===== src/rtl/mem_arbiter.sv =====
// Two-port arbiter for the shared instruction/data memory port; round-robin by default.
// Define ARB_FIXED_PRIO_EN to give port 0 absolute priority on contested arbitration.
module mem_arbiter #(
    parameter int unsigned LAT = 2,
    parameter int unsigned CW  = 4
) (
    input  logic        clk,
    input  logic        rst_n,
    input  logic        req0_i,
    input  logic        req1_i,
    input  logic        we0_i,
    input  logic        we1_i,
    input  logic [31:0] adr0_i,
    input  logic [31:0] adr1_i,
    input  logic [31:0] wd0_i,
    input  logic [31:0] wd1_i,
    output logic        ack0_o,
    output logic        ack1_o,
    output logic [31:0] rd0_o,
    output logic [31:0] rd1_o,
    output logic [31:0] mem_adr_o,
    output logic [31:0] mem_wd_o,
    output logic        mem_we_o,
    input  logic [31:0] mem_rd_i,
    output logic        busy_o,
    output logic        owner_o
);

    typedef enum logic [1:0] {IDLE, ACCESS, DONE} state_e;

    state_e        state_q, state_d;
    logic [CW-1:0] cnt_q, cnt_d;
    logic          owner_q, owner_d;
    logic          we_q, we_d;
    logic [31:0]   mem_adr_q, mem_adr_d;
    logic [31:0]   mem_wd_q, mem_wd_d;
    logic          mem_we_q, mem_we_d;
    logic          busy_q, busy_d;
    logic          ack0_q, ack0_d;
    logic          ack1_q, ack1_d;
    logic [31:0]   rd0_q, rd0_d;
    logic [31:0]   rd1_q, rd1_d;
    logic          any_req_c;
    logic          grant_c;
    logic          sel_we_c;

`ifndef ARB_FIXED_PRIO_EN
    logic          last_q, last_d;
`endif

    assign any_req_c = req0_i | req1_i;
    assign sel_we_c  = grant_c ? we1_i : we0_i;

    // Winner of the current IDLE sample; only meaningful when any_req_c is high.
`ifdef ARB_FIXED_PRIO_EN
    assign grant_c = ~req0_i;
`else
    assign grant_c = (req0_i && req1_i) ? ~last_q : req1_i;
`endif

    // State register; async reset also clears mem_we so an aborted write never lands.
    always_ff @(posedge clk or negedge rst_n) begin
        if (!rst_n) begin
            state_q   <= IDLE;
            cnt_q     <= '0;
            owner_q   <= 1'b0;
            we_q      <= 1'b0;
            mem_adr_q <= '0;
            mem_wd_q  <= '0;
            mem_we_q  <= 1'b0;
            busy_q    <= 1'b0;
            ack0_q    <= 1'b0;
            ack1_q    <= 1'b0;
            rd0_q     <= '0;
            rd1_q     <= '0;
`ifndef ARB_FIXED_PRIO_EN
            last_q    <= 1'b1;
`endif
        end else begin
            state_q   <= state_d;
            cnt_q     <= cnt_d;
            owner_q   <= owner_d;
            we_q      <= we_d;
            mem_adr_q <= mem_adr_d;
            mem_wd_q  <= mem_wd_d;
            mem_we_q  <= mem_we_d;
            busy_q    <= busy_d;
            ack0_q    <= ack0_d;
            ack1_q    <= ack1_d;
            rd0_q     <= rd0_d;
            rd1_q     <= rd1_d;
`ifndef ARB_FIXED_PRIO_EN
            last_q    <= last_d;
`endif
        end
    end

    // Next-state: arbitration, transaction latch and latency countdown.
    always_comb begin
        state_d   = state_q;
        cnt_d     = cnt_q;
        owner_d   = owner_q;
        we_d      = we_q;
        mem_adr_d = mem_adr_q;
        mem_wd_d  = mem_wd_q;
`ifndef ARB_FIXED_PRIO_EN
        last_d    = last_q;
`endif
        unique case (state_q)
            IDLE: begin
                if (any_req_c) begin
                    owner_d   = grant_c;
                    we_d      = sel_we_c;
                    mem_adr_d = grant_c ? adr1_i : adr0_i;
                    mem_wd_d  = grant_c ? wd1_i : wd0_i;
                    cnt_d     = CW'(LAT - 1);
                    state_d   = ACCESS;
                end
            end
            ACCESS: begin
                if (cnt_q == '0) begin
                    mem_adr_d = '0;
                    mem_wd_d  = '0;
                    state_d   = DONE;
`ifndef ARB_FIXED_PRIO_EN
                    last_d    = owner_q;
`endif
                end else begin
                    cnt_d = cnt_q - CW'(1);
                end
            end
            DONE:    state_d = IDLE;
            default: state_d = IDLE;
        endcase
    end

    // Outputs: mem_we is registered one cycle early so it lands exactly on the cnt == 0 cycle.
    always_comb begin
        busy_d   = 1'b0;
        ack0_d   = 1'b0;
        ack1_d   = 1'b0;
        mem_we_d = 1'b0;
        rd0_d    = rd0_q;
        rd1_d    = rd1_q;
        unique case (state_q)
            IDLE: begin
                if (any_req_c) begin
                    busy_d   = 1'b1;
                    mem_we_d = sel_we_c && (LAT == 1);
                end
            end
            ACCESS: begin
                busy_d = 1'b1;
                if (cnt_q == '0) begin
                    if (owner_q) begin
                        ack1_d = 1'b1;
                        rd1_d  = mem_rd_i;
                    end else begin
                        ack0_d = 1'b1;
                        rd0_d  = mem_rd_i;
                    end
                end else begin
                    mem_we_d = we_q && (cnt_q == CW'(1));
                end
            end
            DONE:    busy_d = 1'b0;
            default: busy_d = 1'b0;
        endcase
    end

    assign ack0_o    = ack0_q;
    assign ack1_o    = ack1_q;
    assign rd0_o     = rd0_q;
    assign rd1_o     = rd1_q;
    assign mem_adr_o = mem_adr_q;
    assign mem_wd_o  = mem_wd_q;
    assign mem_we_o  = mem_we_q;
    assign busy_o    = busy_q;
    assign owner_o   = owner_q;

endmodule


===== config.mk =====
export PLATFORM = sky130hd
export DESIGN_NAME = mem_arbiter
export DESIGN_NICKNAME = d
export VERILOG_FILES = /design/src/rtl/mem_arbiter.sv
export SDC_FILE = /design/constraint.sdc
export NUM_CORES = 1
export LEC_CHECK = 0
export CORE_ASPECT_RATIO = 0.6
export CORE_MARGIN = 5
export CORE_UTILIZATION = 35
export CTS_BUF_LIST = sky130_fd_sc_hd__clkbuf_4
export DETAILED_ROUTE_END_ITERATION = 10
export PLACE_DENSITY = 0.7
export SYNTH_ARGS = -nofsm -noshare
export SYNTH_HDL_FRONTEND = slang
export SYNTH_SLANG_ARGS = --single-unit
export TNS_END_PERCENT = 20

===== constraint.sdc =====
create_clock -name clk -period 2.5 [get_ports clk]
set_clock_uncertainty 0.1 [all_clocks]
set_input_delay 0.25 -clock clk [delete_from_list [all_inputs] [get_ports clk]]
set_output_delay 0.25 -clock clk [all_outputs]
set_load 0.02 [all_outputs]

==> results_dict.tcl, run 1 <==
set metrics [dict create \
    status "completed" \
    insertion_delay_ns 0.52 \
    place_inst 977 \
    dr.pass1.iters 4 \
    gr-total-overflow 0 \
    synth_edf_count 0 \
    port_buffers 298 \
    clkTransAtPathRegs_ns 0.14 \
    avgSynthCellArea_um2 13.0 \
    ioPinCount 299 \
    die_y_um 114 \
    nNetsFinal 932 \
    pre_cts_ws_ns 0.324 \
    synth_top_area_cell "dfrtp_1" \
    fmax_ghz 0.453 \
    yosysSeqAreaShare 0.562 \
    numCtsBuffers 17 \
    synthArstFlopShare 1.00 \
    synth.most_common_cell "dfrtp_1" \
    power_density_mw_per_mm2 1180 \
    ys_top_cells_by_area "dfrtp_1 (56%), mux2_2 (12%), mux2i_1 (10%)" \
    hold_violations 0 \
    grt_pass1_wl_mm 31.3 \
    slew_viol_final 0 \
    finalSetupViolCount 0 \
    cts_resized 0 \
    synthTopCellsByCount "dfrtp_1 (140), mux2_2 (68), o21ai_0 (67)" \
    period_needed_ns 2.21 \
    cp-end-kind "register" \
    cts_root_buf "clkbuf_4" \
    drt.antenna.violating_nets 0 \
    dpl.hpwl_mm 14.6 \
    grt_use_total 0.187 \
    areaGrowthSynthToFinish_pct 55.4 \
    p_leak_nw 3.96 \
    cts_hold_buffers 1 \
    seqCellArea_mm2 0.00353 \
    routed-via-count 5177 \
    cts_num_sinks 141 \
    netlist_instances 483 \
    synth_top_area_frac 0.558 \
    worst_pin_slew_ns 0.578 \
    htree_levels 4 \
    critPathLaunchType "register" \
    worst-path-max-fanout 33 \
    initial_utilization 0.362 \
    drive_above_1_share 0.153 \
    vias_per_cell 5.12 \
    grt_max_degree 83 \
    core_mm2 0.0174 \
    synth-seq-cells 141 \
    r2r_start "cnt_q[0]" \
    rows 37 \
    placed_area_mm2 0.00949 \
    slew_headroom 0.614 \
    ys.flop_type "dfrtp_1" \
    wl_per_cell_um 19.4 \
    fin_area_mm2 0.00976 \
    yosys_warnings 0 \
    fin_cells 1011 \
    wl_mm 19.6 \
    cp-startpoint "cnt_q[0]" \
    drv_cap 0 \
    worstPathRequired_ns 2.79 \
    antenna_found_initial 1 \
    synth_cell_types 30 \
    syn_area_mm2 0.00628 \
    clock_path_buffers 2 \
    fin_crit_sh 0.883 \
    fin_ws_ns 0.293 \
    arrival_ns 2.50 \
    die_area_mm2 0.0208 \
    grt_pass1_vias 5617 \
    drtIter0Drc 272 \
    hp-class "in -> async" \
    syn-num-nets 652 \
    rsz0062_at_grt "false" \
    drc 0 \
    ir_worst_vdd_v 0.000603 \
    setup_tns_ns 0 \
    crit_type "reg -> reg" \
    routabilityCongestion 0.831 \
    postCtsSetupBuffers 0 \
    nFillCells 1487 \
    die_x_um 183 \
    final_util 0.562 \
    cts_tree "done" \
    multiInputGateArea_mm2 0.00252 \
]
## placed cells by master, fill, tap and decap left out, drive strengths merged, types with 2 or more instances in the layout
master and n:
buf 12, nand2 3, clkinvlp 3, clkdlybuf4s50 297, nor2 4, nor3 2
mux2 68, o21ai 67, nand3 2, inv 11, dfrtp 140, ha 3
o32ai 65, clkinv 3, mux2i 65, clkbuf 18
## state kept, by name (all words and copies together) (netlist names)
| name | flops |
|---|---|
| ack0_o | 1 |
| ack1_o | 1 |
| busy_o | 1 |
| cnt_q | 4 |
| last_q | 1 |
| mem_adr_o | 32 |
| mem_wd_o | 32 |
| mem_we_o | 1 |
| owner_o | 1 |
| rd0_o | 32 |
| rd1_o | 32 |
| state_q | 2 |
| we_q | 1 |
## final cells by class
type / count / share of cell area
antenna: 1 / 0.000256
clock buffer: 18 / 0.0138
clock inverter: 14 / 0.0131
inverter: 3 / 0.00115
multi-input combinational: 290 / 0.259
sequential: 141 / 0.362
tap: 234 / 0.0300
timing repair buffer: 310 / 0.322
## kinds of logic (layout without fill, tap and decap cells)
group,count (synthesis),after routing,synth area share
DFF,141,141,0.562
other,0,1,0
buffers and inverters,52,345,0.0406
and+or+nand+nor,19,19,0.0187
AOI/OAI and AO/OA,135,135,0.147
adders and majority gates,3,3,0.00598
muxes,133,133,0.225
## worst paths after layout
check	cells after the start	endpoint	slack, ns
max in group asynchronous	3	rd0_o[14]	1.41
max reg2reg	6	rd0_o[15]	0.29
max	6	rd0_o[15]	0.29
min reg2reg	1	busy_o	0.40
min	2	rd1_o[24]	0.14
min in group clk	3	mem_adr_o[7]	0.25
## power breakdown
| part | switching [W] | internal [W] | total (W) |
|---|---|---|---|
| combinational | 0.00311 | 0.00306 | 0.00616 |
| clock | 0.000960 | 0.000444 | 0.00140 |
| sequential | 0.000575 | 0.00334 | 0.00392 |
## layer usage
metal / vias to the layer above / part of all wire / GRT usage
met2: 179 / 0.47 / 0.297
met4: 0 / 0.012 / 0.0461
met3: 17 / 0.072 / 0.0567
met1: 2562 / 0.45 / 0.253
met5: - / 0 / 0
li1: 2419 / - / -
## critical path, stage by stage (launching register included)
cell,delay (ns)
dfrtp_1,0.42
inv_1,0.12
ha_1,0.17
or3b_1,0.48
nor3_4,0.19
buf_12,0.24
mux2_2,0.36
## stage by stage
stage / power [W] / hold WS (ns)
6_report: 0.0115 / 0.142
5_1_grt: 0.0122 / 0.110
4_1_cts: 0.0116 / 0.104
3_5_place_dp: 0.0102 / 0.156
3_3_place_gp: 0.0100 / 0.152
2_1_floorplan: 0.00716 / -0.146
(Power assumes the default switching activity.)
==> run 2, diff against run 1 <==
Settings changed: CTS_CLUSTER_DIAMETER set to 120.
==> results of run 2 <==
Same layout as run 1: the final DEF is identical, and so are final timing and power.
